--- src/rtl/sim_supervisor_if.sv ---
// OCP-style register bus between a simulation master and the sim_supervisor slave.
interface sim_supervisor_if;
  localparam int unsigned ADDR_WIDTH = 32;
  localparam int unsigned DATA_WIDTH = 32;
  localparam int unsigned BEN_WIDTH  = DATA_WIDTH / 8;

  logic [ADDR_WIDTH-1:0] i_MAddr;
  logic [2:0]            i_MCmd;
  logic [DATA_WIDTH-1:0] i_MData;
  logic [BEN_WIDTH-1:0]  i_MByteEn;
  logic                  o_SCmdAccept;
  logic [DATA_WIDTH-1:0] o_SData;
  logic [1:0]            o_SResp;

  modport master (
    output i_MAddr, i_MCmd, i_MData, i_MByteEn,
    input  o_SCmdAccept, o_SData, o_SResp
  );

  modport slave (
    input  i_MAddr, i_MCmd, i_MData, i_MByteEn,
    output o_SCmdAccept, o_SData, o_SResp
  );
endinterface

--- src/rtl/sim_supervisor.sv ---
// Simulation supervisor: OCP register slave with finish/error control, a 64-bit
// cycle counter, a watchdog, scratch registers and a character console.
module sim_supervisor #(
  parameter int unsigned NSCRATCH     = 4,
  parameter int unsigned FINISH_DELAY = 16,
  parameter int unsigned WDOG_RESET   = 0
) (
  input  logic            clk,
  input  logic            rst,
  sim_supervisor_if.slave ocp,
  output logic            o_finish,
  output logic            o_error,
  output logic            o_con_valid,
  output logic [7:0]      o_con_data
);
  localparam int unsigned DW    = 32;
  localparam int unsigned BW    = DW / 8;
  localparam int unsigned NSLOT = 8;
  localparam int unsigned DCW   = (FINISH_DELAY > 1) ? $clog2(FINISH_DELAY) : 1;

  localparam logic [2:0] CMD_WRITE = 3'd1;
  localparam logic [2:0] CMD_READ  = 3'd2;
  localparam logic [1:0] RESP_NULL = 2'd0;
  localparam logic [1:0] RESP_DVA  = 2'd1;
  localparam logic [1:0] RESP_ERR  = 2'd3;

  localparam logic [3:0] REG_CTRL    = 4'h0;
  localparam logic [3:0] REG_STATUS  = 4'h1;
  localparam logic [3:0] REG_CYC_LO  = 4'h2;
  localparam logic [3:0] REG_CYC_HI  = 4'h3;
  localparam logic [3:0] REG_WDOG    = 4'h4;
  localparam logic [3:0] REG_CONSOLE = 4'h5;

  typedef enum logic [1:0] {ST_RUN = 2'd0, ST_DRAIN = 2'd1, ST_DONE = 2'd2} state_e;

  state_e          state_q, state_d;
  logic [63:0]     cyc_q;
  logic [DW-1:0]   snap_q, ctrl_q, wdog_q, wdog_d;
  logic [DW-1:0]   scr_q [NSLOT];
  logic            finish_q, finish_d, error_q, error_d, expired_q, expired_d;
  logic [DCW-1:0]  drain_cnt_q, drain_cnt_d;
  logic [1:0]      resp_q;
  logic [DW-1:0]   sdata_q;
  logic            con_valid_q;
  logic [7:0]      con_data_q;

  logic            is_wr, is_rd, acc_ok, wr_ok, rd_ok;
  logic [3:0]      idx;
  logic [DW-1:0]   rdata;
  logic            ctrl_wr, wdog_wr, con_wr, scr_wr, cyc_lo_rd;
  logic            fin_req, err_req, wdog_expire;
  logic            unused_addr;

  function automatic logic [DW-1:0] merge_be(input logic [DW-1:0] old_v,
                                             input logic [DW-1:0] new_v,
                                             input logic [BW-1:0] be);
    logic [DW-1:0] res;
    res = old_v;
    for (int unsigned b = 0; b < BW; b++)
      if (be[b]) res[8*b +: 8] = new_v[8*b +: 8];
    return res;
  endfunction

  // Command decode; accept is combinational, no wait states
  assign idx              = ocp.i_MAddr[5:2];
  assign is_wr            = (ocp.i_MCmd == CMD_WRITE);
  assign is_rd            = (ocp.i_MCmd == CMD_READ);
  assign ocp.o_SCmdAccept = is_wr | is_rd;
  assign unused_addr      = ^{ocp.i_MAddr[31:6], ocp.i_MAddr[1:0]};

  // Register map: legality of the access and read mux
  always_comb begin
    acc_ok = 1'b0;
    rdata  = '0;
    case (idx)
      REG_CTRL:    begin acc_ok = 1'b1;  rdata = ctrl_q; end
      REG_STATUS:  begin acc_ok = is_rd; rdata = DW'({state_q, expired_q, error_q, finish_q}); end
      REG_CYC_LO:  begin acc_ok = is_rd; rdata = cyc_q[31:0]; end
      REG_CYC_HI:  begin acc_ok = is_rd; rdata = snap_q; end
      REG_WDOG:    begin acc_ok = 1'b1;  rdata = wdog_q; end
      REG_CONSOLE: acc_ok = is_wr;
      default: begin
        if (idx[3] && (32'(idx[2:0]) < NSCRATCH)) begin
          acc_ok = 1'b1;
          rdata  = scr_q[idx[2:0]];
        end
      end
    endcase
  end

  assign wr_ok       = is_wr & acc_ok;
  assign rd_ok       = is_rd & acc_ok;
  assign ctrl_wr     = wr_ok && (idx == REG_CTRL);
  assign wdog_wr     = wr_ok && (idx == REG_WDOG);
  assign con_wr      = wr_ok && (idx == REG_CONSOLE) && ocp.i_MByteEn[0];
  assign scr_wr      = wr_ok && idx[3];
  assign cyc_lo_rd   = rd_ok && (idx == REG_CYC_LO);
  assign fin_req     = ctrl_wr && ocp.i_MByteEn[0] && ocp.i_MData[0];
  assign err_req     = ctrl_wr && ocp.i_MByteEn[3] && ocp.i_MData[31];
  // A watchdog write in the expiring cycle reloads instead of expiring
  assign wdog_expire = (state_q == ST_RUN) && !wdog_wr && (wdog_q == DW'(1));

  always_comb begin
    wdog_d = wdog_q;
    if (wdog_wr)
      wdog_d = merge_be(wdog_q, ocp.i_MData, ocp.i_MByteEn);
    else if ((state_q == ST_RUN) && (wdog_q != '0))
      wdog_d = wdog_q - DW'(1);
  end

  // FSM state register
  always_ff @(posedge clk) begin
    if (rst) state_q <= ST_RUN;
    else     state_q <= state_d;
  end

  // FSM next state
  always_comb begin
    state_d = state_q;
    case (state_q)
      ST_RUN:   if (fin_req || wdog_expire) state_d = ST_DRAIN;
      ST_DRAIN: if (drain_cnt_q == DCW'(FINISH_DELAY - 1)) state_d = ST_DONE;
      ST_DONE:  state_d = ST_DONE;
      default:  state_d = ST_RUN;
    endcase
  end

  // FSM outputs: sticky termination flags and drain timer
  always_comb begin
    finish_d    = finish_q;
    error_d     = error_q;
    expired_d   = expired_q;
    drain_cnt_d = drain_cnt_q;
    case (state_q)
      ST_RUN: begin
        if (err_req || wdog_expire) error_d = 1'b1;
        if (wdog_expire)            expired_d = 1'b1;
        if (state_d == ST_DRAIN) begin
          finish_d    = 1'b1;
          drain_cnt_d = '0;
        end
      end
      ST_DRAIN: drain_cnt_d = drain_cnt_q + DCW'(1);
      default:  drain_cnt_d = drain_cnt_q;
    endcase
  end

  always_ff @(posedge clk) begin
    if (rst) begin
      cyc_q       <= '0;
      snap_q      <= '0;
      ctrl_q      <= '0;
      wdog_q      <= DW'(WDOG_RESET);
      finish_q    <= 1'b0;
      error_q     <= 1'b0;
      expired_q   <= 1'b0;
      drain_cnt_q <= '0;
      resp_q      <= RESP_NULL;
      sdata_q     <= '0;
      con_valid_q <= 1'b0;
      con_data_q  <= '0;
      for (int unsigned n = 0; n < NSLOT; n++) scr_q[n] <= '0;
    end else begin
      cyc_q       <= cyc_q + 64'd1;
      wdog_q      <= wdog_d;
      finish_q    <= finish_d;
      error_q     <= error_d;
      expired_q   <= expired_d;
      drain_cnt_q <= drain_cnt_d;
      if (cyc_lo_rd) snap_q <= cyc_q[63:32];
      if (ctrl_wr)   ctrl_q <= merge_be(ctrl_q, ocp.i_MData, ocp.i_MByteEn);
      for (int unsigned n = 0; n < NSLOT; n++)
        if (scr_wr && (idx[2:0] == 3'(n)))
          scr_q[n] <= merge_be(scr_q[n], ocp.i_MData, ocp.i_MByteEn);
      if (ocp.o_SCmdAccept) resp_q <= acc_ok ? RESP_DVA : RESP_ERR;
      else                  resp_q <= RESP_NULL;
      sdata_q     <= rd_ok ? rdata : '0;
      con_valid_q <= con_wr;
      if (con_wr) con_data_q <= ocp.i_MData[7:0];
    end
  end

  assign ocp.o_SResp = resp_q;
  assign ocp.o_SData = sdata_q;
  assign o_finish    = finish_q;
  assign o_error     = error_q;
  assign o_con_valid = con_valid_q;
  assign o_con_data  = con_data_q;

`ifndef SYNTHESIS
  // Simulation-only console echo and end-of-test handling
  always_ff @(posedge clk) begin
    if (!rst && con_wr) $write("%c", ocp.i_MData[7:0]);
    if (!rst && (state_q == ST_DRAIN) && (state_d == ST_DONE)) begin
      $display("\nsim_supervisor: simulation done, finish=%0d error=%0d expired=%0d cycle=%0d",
               finish_q, error_q, expired_q, cyc_q);
      $finish;
    end
  end
`endif
endmodule

--- src/flat_wrapper.sv ---
// flat-port wrapper written by rule: the top's interface ports become plain ports
module sim_supervisor_flat 
#(
  parameter int unsigned NSCRATCH     = 4,
  parameter int unsigned FINISH_DELAY = 16,
  parameter int unsigned WDOG_RESET   = 0
)
  (clk, rst, o_finish, o_error, o_con_valid, o_con_data, ocp_i_MAddr, ocp_i_MCmd, ocp_i_MData, ocp_i_MByteEn, ocp_o_SCmdAccept, ocp_o_SData, ocp_o_SResp);
  sim_supervisor_if ocp_i ();
  input  logic clk;
  input  logic rst;
  output logic o_finish;
  output logic o_error;
  output logic o_con_valid;
  output logic [7:0] o_con_data;
  input wire logic [$bits(ocp_i.i_MAddr)-1:0] ocp_i_MAddr;
  input wire logic [$bits(ocp_i.i_MCmd)-1:0] ocp_i_MCmd;
  input wire logic [$bits(ocp_i.i_MData)-1:0] ocp_i_MData;
  input wire logic [$bits(ocp_i.i_MByteEn)-1:0] ocp_i_MByteEn;
  output wire logic [$bits(ocp_i.o_SCmdAccept)-1:0] ocp_o_SCmdAccept;
  output wire logic [$bits(ocp_i.o_SData)-1:0] ocp_o_SData;
  output wire logic [$bits(ocp_i.o_SResp)-1:0] ocp_o_SResp;
  assign ocp_i.i_MAddr = ocp_i_MAddr;
  assign ocp_i.i_MCmd = ocp_i_MCmd;
  assign ocp_i.i_MData = ocp_i_MData;
  assign ocp_i.i_MByteEn = ocp_i_MByteEn;
  assign ocp_o_SCmdAccept = ocp_i.o_SCmdAccept;
  assign ocp_o_SData = ocp_i.o_SData;
  assign ocp_o_SResp = ocp_i.o_SResp;
  sim_supervisor #(.NSCRATCH(NSCRATCH), .FINISH_DELAY(FINISH_DELAY), .WDOG_RESET(WDOG_RESET)) u_core (.clk(clk), .rst(rst), .ocp(ocp_i), .o_finish(o_finish), .o_error(o_error), .o_con_valid(o_con_valid), .o_con_data(o_con_data));
endmodule
--- config.mk ---
export PLATFORM = sky130hd
export DESIGN_NAME = sim_supervisor_flat
export DESIGN_NICKNAME = d
export VERILOG_FILES = /design/src/rtl/sim_supervisor_if.sv /design/src/rtl/sim_supervisor.sv /design/src/flat_wrapper.sv
export SDC_FILE = /design/constraint.sdc
export NUM_CORES = 1
export LEC_CHECK = 0
export CORE_UTILIZATION = 48
export DETAILED_ROUTE_END_ITERATION = 8
export GPL_ROUTABILITY_DRIVEN = 0
export PLACE_DENSITY = 0.73
export SYNTH_ARGS = -nofsm -noshare
export SYNTH_HDL_FRONTEND = slang
export SYNTH_SLANG_ARGS = --single-unit
--- constraint.sdc ---
create_clock -name clk -period 3.1 [get_ports clk]
set_input_delay 0.62 -clock clk [delete_from_list [all_inputs] [get_ports clk]]
set_output_delay 0.62 -clock clk [all_outputs]
set_load 0.02 [all_outputs]
==> flow_summary.json, run 1 <==
{
  "clkTransAtPathRegs_ns": 0.06,
  "hpwl_um": 28900,
  "cap_violations": 0,
  "io_pins": 119,
  "crit_fanout": 4,
  "holdCritStartpoint": "rst",
  "grtUsageMet2": 0.429,
  "track_usage": 0.255,
  "synth-seq-area-share": 0.514,
  "drt_iter0_markers": 1350,
  "timing.fmax_mhz": 354,
  "overflow": 0,
  "die_w_um": 183,
  "cp.arrival_ns": 2.20,
  "hold_viol_final": 0,
  "avgSynthCellArea_um2": 10.1,
  "h-tree-depth": 2,
  "tightest_slew_ns": 0.926,
  "synth_xor_xnor_area_share": 0.0145,
  "synth_top_family_by_area": "simple AND/OR/NAND/NOR gates",
  "use_met3": 0.0391,
  "synth_cell_types": 79,
  "grt_first_pass_wirelength_um": 67400,
  "cts-resized-gates": 0,
  "drc_errors": 0,
  "tns_ns": 0,
  "viasPerCell": 6.01,
  "cts_buffers": 36,
  "powerDensity_nw_per_um2": 676,
  "diodes": 0,
  "nFillCells": 2775,
  "cts_buffer_depth": 3,
  "status": "finished, final reports clean",
  "ys_warn_count": 0,
  "fin_crit_ns": 2.82,
  "vias": 12700,
  "ff2ff_setup_slack_ns": 0.49,
  "clk-insertion-delay-late_ns": 0.52,
  "synth_fa_ha_area_frac": 0.00318,
  "fp-row-count": 65,
  "cts_root_buffer": "clkbuf_16",
  "wire_per_inst_um": 20.1,
  "synth_compound_area_frac": 0.140,
  "async_flop_share": 0,
  "core_area_um2": 31900,
  "cts_tree": "built",
  "io_buffers": 90,
  "p_leak_nw": 6.35,
  "final_cell_mix": "dfxtp_1 (212), nand2_1 (159), and2_1 (133)",
  "cts_setup_buffers": 0,
  "slowest_delay_ns": 0.67,
  "ir_worst_vdd_mv": 0.490,
  "syn_to_final_growth_pct": 17.1,
  "fin_crit_sh": 0.910,
  "synth_flop_cell": "dfxtp_1",
  "worst_path_most_repeated_cell": "clkdlybuf4s50_1",
  "final_common_cell": "dfxtp_1",
  "synth-seq-cells": 340,
  "wirelength_um": 42400,
  "synth_simple_gate_area_frac": 0.215,
  "reg2reg_depth": 6,
  "cts.hold.buffers_added": 0,
  "synth_nets": 1629,
  "critPathSlowestCell": "clkdlybuf4s50_1",
  "synthCells": 1552,
  "grtUsageMet1": 0.332,
  "r2r_end": "u_core.wdog_q[27]",
  "slew_headroom": 0.383,
  "whs_path_depth": 2,
  "hold_class": "in -> reg",
  "finClkSkew_ns": 0.0193,
  "cts_sinks": 340,
  "firstDrtPassIters": 5,
  "startpoint_type": "primary input",
  "grt_max_degree": 167,
  "rsz0062_at_grt": "no",
  "drive_above_1_share": 0.125,
  "fin_nets": 1725,
  "synth_mux_area_frac": 0.0759,
  "start_util": 0.494,
  "endpoint_kind": "primary output",
  "hold-path-endpoint": "u_core.o_con_data[7]",
  "die_h_um": 183,
  "p_total_mw": 12.5,
  "required_ns": 2.48,
  "antenna_found_initial": 0,
  "cp_cell_sequence": "clkdlybuf4s50_1 > xnor2_1 > nor2_1 > clkdlybuf4s50_1",
  "slew_violations": 0,
  "gr-max-usage-layer": "met2",
  "ant_nets": 0,
  "path_class": "in -> out",
  "grt_pass1_vias": 12500,
  "r2r-start": "u_core.wdog_q[19]",
  "setup_viol": 0,
  "synth_area_um2": 15700,
  "synth_edf_count": 128,
  "final_core_utilization": 0.578,
  "dieArea_um2": 33500
}
worst max path at each step:
stage	startpoint	end	slack (ns)	cells after the start
after global routing	ocp_i_MCmd[1]	ocp_o_SCmdAccept	0.14	4
after CTS	ocp_i_MCmd[1]	ocp_o_SCmdAccept	0.18	4
after floorplan	ocp_i_MAddr[2]	u_core.scr_q[3][16]	0.17	5
after detailed placement	ocp_i_MAddr[4]	u_core.wdog_q[19]	0.04	6
final	ocp_i_MCmd[1]	ocp_o_SCmdAccept	0.28	4
after global placement	ocp_i_MAddr[4]	u_core.wdog_q[17]	0.08	6
synth_stat cells, types with 35 or more instances:
cell type	n	share of area
nand3_1	41	0.013
edfxtp_1	128	0.24
and2_1	133	0.053
clkbuf_1	86	0.021
nand2_1	159	0.038
a31oi_1	35	0.014
a21oi_1	101	0.032
mux2i_1	44	0.028
a22oi_1	66	0.031
dfxtp_1	212	0.27
nor2_1	104	0.025
flip-flops by register name (all words and copies together) (netlist names):
signal / cells
u_core.ocp.o_SResp: 2
u_core.ocp.o_SData: 32
u_core.o_con_data: 8
u_core.wdog_q: 32
u_core.ctrl_q: 32
u_core.o_error: 1
u_core.drain_cnt_q: 4
u_core.scr_q: 128
u_core.cyc_q: 64
u_core.state_q: 2
u_core.o_finish: 1
u_core.snap_q: 32
u_core.o_con_valid: 1
u_core.expired_q: 1
metal layers:
metal	wire length (um)	share of wire
met5	0	0
met1	17700	0.42
met2	20900	0.49
met3	2600	0.061
met4	1220	0.029
power breakdown:
| part | switching [mW] | internal, mW | leakage [nW] |
|---|---|---|---|
| registers | 0.318 | 4.93 | 2.93 |
| clock network | 1.75 | 2.38 | 0.536 |
| logic | 1.86 | 1.23 | 2.89 |
cells by family (layout without fill, tap and decap cells):
logic type	Yosys count	after routing
compound gates	330	330
fa+ha+maj	4	4
flops	340	340
buf+inv	133	255
mux	79	79
simple gates	640	640
xor+xnor	26	26
critical path: cells and delay by family:
kind | cells | cell delay [ns]
buf+inv | 2 | 1.21
simple gates | 1 | 0.26
xor+xnor | 1 | 0.11
layout make-up:
type,instances,area [um^2],area share
tap,435,544,0.0295
timing repair buffer,170,1530,0.0828
sequential,340,8090,0.439
inverter,21,78.8,0.00428
multi-input combinational,1079,7090,0.385
clock inverter,12,87.6,0.00475
clock buffer,52,1020,0.0554
through the flow:
| step | hold WS [ns] | setup WS, ns | std cells | cell area (um^2) |
|---|---|---|---|---|
| CTS | 0.387 | 0.179 | 2109 | 18400 |
| floorplan | 0.433 | 0.168 | 1552 | 15700 |
| global route | 0.412 | 0.141 | 2109 | 18400 |
| finish | 0.401 | 0.279 | 2109 | 18400 |
| detailed placement | 0.452 | 0.0424 | 2045 | 17300 |
| global placement | 0.445 | 0.0787 | 2045 | 17300 |
Power figures use the tool's default switching activity.
==> run 2, diff against run 1 <==
--- a/config.mk
+++ b/config.mk
@@ -5,9 +5,9 @@
 export SDC_FILE = /design/constraint.sdc
 export NUM_CORES = 1
 export LEC_CHECK = 0
+export CORE_MARGIN = 2
 export CORE_UTILIZATION = 48
 export DETAILED_ROUTE_END_ITERATION = 8
-export GPL_ROUTABILITY_DRIVEN = 0
 export PLACE_DENSITY = 0.73
 export SYNTH_ARGS = -nofsm -noshare
 export SYNTH_HDL_FRONTEND = slang
==> flow_summary.json, run 2 (synthesis results as in run 1) <==
{
  "rsz0062_at_grt": "no",
  "pre_cts_slack_ns": 0.0229,
  "track_usage": 0.253,
  "drive_above_1_share": 0.141,
  "required_ns": 3.54,
  "grt_max_degree": 71,
  "largest-register": "u_core.scr_q",
  "grt_pass1_vias": 12400,
  "hpwl_um": 29700,
  "final_common_cell": "dfxtp_1",
  "wire_per_inst_um": 20.2,
  "setup_viol": 0,
  "wirelength_um": 43200,
  "die_h_um": 185,
  "timing.fmax_mhz": 335,
  "cts_root_buffer": "clkbuf_16",
  "endpoint_kind": "flip-flop",
  "gp_congestion": 0.911,
  "status": "finished, final reports clean",
  "core_area_um2": 32500,
  "dieArea_um2": 34300,
  "hold_class": "reg -> reg",
  "path_class": "reg -> reg",
  "startpoint_type": "flip-flop",
  "ant_nets": 0,
  "fin_nets": 1742,
  "fp-row-count": 66,
  "hold_viol_final": 0,
  "tns_ns": 0,
  "cap_violations": 0,
  "crit_fanout": 15,
  "p_leak_nw": 6.55,
  "cts.hold.buffers_added": 0,
  "slew_headroom": 0.193,
  "start_util": 0.485,
  "diodes": 0,
  "viasPerCell": 6.06,
  "cts_buffers": 37,
  "drc_errors": 0,
  "whs_path_depth": 2,
  "vias": 12900,
  "cts-resized-gates": 0,
  "grt_first_pass_wirelength_um": 67800,
  "drt_iter0_markers": 1373,
  "worst_slack_ns": 0.118,
  "clk-insertion-delay-late_ns": 0.53,
  "final_cell_mix": "dfxtp_1 (212), nand2_1 (159), and2_1 (133)",
  "reg2reg_depth": 5,
  "io_pins": 119,
  "syn_to_final_growth_pct": 19.3,
  "firstDrtPassIters": 5,
  "fin_crit_ns": 2.98,
  "die_w_um": 185,
  "ir_worst_vdd_mv": 0.489,
  "antenna_found_initial": 0,
  "cts_tree": "built",
  "place_inst": 2067,
  "finClkSkew_ns": 0.0189,
  "cts_setup_buffers": 0,
  "largest_reg_flops": 128,
  "powerDensity_nw_per_um2": 700,
  "slew_violations": 0,
  "io_buffers": 90,
  "clkTransAtPathRegs_ns": 0.06,
  "largestRegisters": "u_core.scr_q: 128 flops, u_core.cyc_q: 64 flops",
  "h-tree-depth": 2,
  "stdcell_count": 2135,
  "fin_crit_sh": 0.962,
  "overflow": 0,
  "cts_sinks": 340,
  "cts_buffer_depth": 3,
  "cp.arrival_ns": 3.43,
  "tightest_slew_ns": 1.20
}
-- run 2: through the flow --
stage                     area [um^2]  power, mW  hold slack (ns)  utilization
after floorplan                 15700       7.56            0.433            -
after global placement          17500       8.38            0.442        0.538
after detailed placement        17500       8.42            0.449        0.538
after CTS                       18800       13.1            0.448        0.578
after global routing            18800       13.7            0.461        0.579
final                           18800       13.1            0.459        0.579
-- run 2: repair_timing --
item                       CTS  global route
setup endpoints to repair    1            13
cloned                       0             1
pin swaps                    1             1
-- run 2: layer usage --
| metal | GRT usage | vias up | routed length (um) |
|---|---|---|---|
| met3 | 0.0283 | 98 | 2910 |
| met2 | 0.428 | 543 | 21100 |
| met4 | 0.0917 | 0 | 1380 |
| met1 | 0.336 | 6298 | 17800 |
| met5 | 0 | - | 0 |
| li1 | - | 5990 | - |
-- run 2: final timing paths --
path	startpoint	endpoint	slack [ns]
worst max-delay path	u_core.wdog_q[19]	u_core.wdog_q[13]	0.12
worst min-delay path	u_core.snap_q[27]	u_core.snap_q[27]	0.46
worst max register to register	u_core.wdog_q[19]	u_core.wdog_q[13]	0.12
worst min register to register	u_core.snap_q[27]	u_core.snap_q[27]	0.46
-- run 2: worst max-delay path: stages, from the launching register on --
cell and delay (ns):
dfxtp_1 0.31, or4_4 0.57, or4_4 0.60, o31ai_2 1.00
o311ai_0 0.29, o21ai_0 0.14
-- run 2: cell type report --
type | instances | area (um^2)
fill | 2692 | 13700
sequential | 340 | 8090
multi-input combinational | 1080 | 7100
timing repair buffer | 185 | 1660
clock buffer | 53 | 1110
tap | 442 | 553
clock inverter | 14 | 191
inverter | 21 | 78.8
-- run 2: power by group --
part / internal [mW] / switching [mW] / total (mW)
clock network: 2.84 / 1.83 / 4.67
registers: 4.93 / 0.256 / 5.19
logic: 1.34 / 1.94 / 3.28
==> run 3, diff against run 2 <==
--- a/config.mk
+++ b/config.mk
@@ -5,10 +5,11 @@
 export SDC_FILE = /design/constraint.sdc
 export NUM_CORES = 1
 export LEC_CHECK = 0
-export CORE_MARGIN = 2
 export CORE_UTILIZATION = 48
 export DETAILED_ROUTE_END_ITERATION = 8
+export GPL_TIMING_DRIVEN = 0
 export PLACE_DENSITY = 0.73
+export RECOVER_POWER = 100
 export SYNTH_ARGS = -nofsm -noshare
 export SYNTH_HDL_FRONTEND = slang
 export SYNTH_SLANG_ARGS = --single-unit
==> flow_summary.json, run 3 (synthesis results as in run 1) <==
{
  "rsz0062_at_grt": "yes",
  "firstDrtPassIters": 6,
  "h-tree-depth": 2,
  "final_cell_area_um2": 18600,
  "ant_nets": 0,
  "finClkSkew_ns": 0.0234,
  "hpwl_um": 34400,
  "cts_tree": "built",
  "cp.arrival_ns": 3.44,
  "tightest_slew_ns": 1.08,
  "r2r-start": "u_core.cyc_q[20]",
  "required_ns": 3.46,
  "grtUsageMet1": 0.381,
  "fin_crit_sh": 0.992,
  "critPathSlowestCell": "clkdlybuf4s50_1",
  "seqCellArea_um2": 8090,
  "cts_root_buffer": "clkbuf_16",
  "cts_sinks": 340,
  "slew_headroom": 0.276,
  "nFillCells": 2790,
  "largest-register": "u_core.scr_q",
  "hold_class": "reg -> reg",
  "dpl-instance-area_um2": 17200,
  "grt_first_pass_wirelength_um": 74300,
  "vias": 13200,
  "p_leak_nw": 6.30,
  "fp-row-count": 65,
  "ff2ff_setup_slack_ns": 0.18,
  "clk-insertion-delay-late_ns": 0.53,
  "die_h_um": 183,
  "drc_errors": 0,
  "gr-max-usage-layer": "met2",
  "fin_nets": 1763,
  "grt_max_degree": 15,
  "overflow": 0,
  "r2r_end": "u_core.cyc_q[36]",
  "start_util": 0.494,
  "worst_slack_ns": 0.0242,
  "final_core_utilization": 0.584,
  "largest_reg_flops": 128,
  "critical-path-top-delay-family": "buffers and inverters",
  "cts_buffers": 38,
  "antenna_found_initial": 1,
  "timing.fmax_mhz": 325,
  "endpoint_kind": "flip-flop",
  "worst-path-buf-inv": 5,
  "whs_path_depth": 2,
  "status": "finished, final reports clean",
  "gp_congestion": 0.954,
  "fin_crit_ns": 3.08,
  "die_w_um": 183,
  "worstSetupStartpoint": "ocp_i_MAddr[3]",
  "syn_to_final_growth_pct": 18.2,
  "track_usage": 0.291,
  "clkTransAtPathRegs_ns": 0.06,
  "pre_cts_slack_ns": -1.98,
  "cts.hold.buffers_added": 0,
  "hold-path-endpoint": "u_core.snap_q[30]",
  "drt_iter0_markers": 1263,
  "reg2reg_depth": 6,
  "dieArea_um2": 33500,
  "cts_buffer_depth": 3,
  "tns_ns": 0,
  "holdCritStartpoint": "u_core.snap_q[30]",
  "final_common_cell": "dfxtp_1",
  "drive_above_1_share": 0.110,
  "final_cell_mix": "dfxtp_1 (212), nand2_1 (158), and2_1 (132)",
  "core_area_um2": 31900,
  "slew_violations": 0,
  "io_buffers": 88,
  "use_met3": 0.0649,
  "grt_pass1_vias": 12900,
  "io_pins": 119,
  "wire_per_inst_um": 22.4,
  "setup_viol": 0,
  "cp_cell_sequence": "clkdlybuf4s50_1 > clkbuf_2 > buf_2 > buf_2 > clkbuf_2 > mux4_2 > nand2_1 > a31oi_1",
  "whs_ns": 0.469,
  "slowest_delay_ns": 0.51,
  "cap_violations": 0,
  "viasPerCell": 6.15,
  "grtUsageMet2": 0.463,
  "ir_worst_vdd_mv": 0.425,
  "powerDensity_nw_per_um2": 695,
  "path_class": "in -> reg",
  "wirelength_um": 48200,
  "startpoint_type": "primary input",
  "multi_input_area_um2": 7210,
  "largestRegisters": "u_core.scr_q: 128 flops, u_core.cyc_q: 64 flops",
  "hold_viol_final": 0,
  "crit_fanout": 10
}
## run 3: cell count changes in the layout (fill, tap and decap cells not counted), moves of 8 or more
| cell | change |
|---|---|
| buf_2 | +8 |
| o21ai_0 | -12 |
| clkbuf_1 | +84 |
| buf_4 | -84 |
| clkbuf_2 | +9 |
## run 3: repair_timing
action	CTS	global route
gates resized for setup	43	22
pin swaps	0	1
endpoints found under the hold margin	0	0
setup buffers	0	6
setup endpoints to repair	236	112
## run 3: how the worst max path moves through the flow
| stage | slack, ns | endpoint | cells after the start |
|---|---|---|---|
| floorplan | 0.17 | u_core.scr_q[3][16] | 5 |
| global route | -0.02 | u_core.wdog_q[27] | 8 |
| finish | 0.02 | u_core.ocp.o_SData[7] | 8 |
| detailed placement | -1.98 | u_core.scr_q[3][19] | 6 |
| CTS | 0.03 | u_core.scr_q[0][27] | 7 |
| global placement | -1.86 | u_core.scr_q[3][0] | 6 |
## run 3: per-stage QoR
step / total power [mW] / cells
after global placement: 8.49 / 2075
after CTS: 12.9 / 2145
final: 12.9 / 2151
after global routing: 13.5 / 2150
after floorplan: 7.56 / 1552
after detailed placement: 8.50 / 2076
## run 3: final cells by class
cell class              instances  area share
clock inverters                 9     0.00289
multi-input cells            1079       0.388
flip-flops and latches        340       0.435
clock buffers                  60      0.0627
diodes                          1    0.000134
inverters                      21     0.00424
well taps                     435      0.0292
plain buffers                 111      0.0285
repair buffers                 95      0.0502
## run 3: where the power goes
group	switching, mW	total, mW	internal [mW]	leakage (nW)
clock	1.82	4.41	2.59	0.598
sequential	0.305	5.24	4.93	2.93
combinational	2.00	3.29	1.29	2.78
total	4.13	12.9	8.81	6.30
## run 3: layer usage
| metal | part of all wire | vias to the layer above | wire [um] |
|---|---|---|---|
| met1 | 0.40 | 6433 | 19400 |
| met2 | 0.47 | 615 | 22500 |
| li1 | - | 6053 | - |
| met5 | 0 | - | 0 |
| met4 | 0.041 | 0 | 2000 |
| met3 | 0.090 | 124 | 4360 |
## run 3: tightest hold or removal path, stage by stage, from the launching register on
cell and delay [ns]:
dfxtp_1 0.32, nand2_1 0.05, a21oi_1 0.05
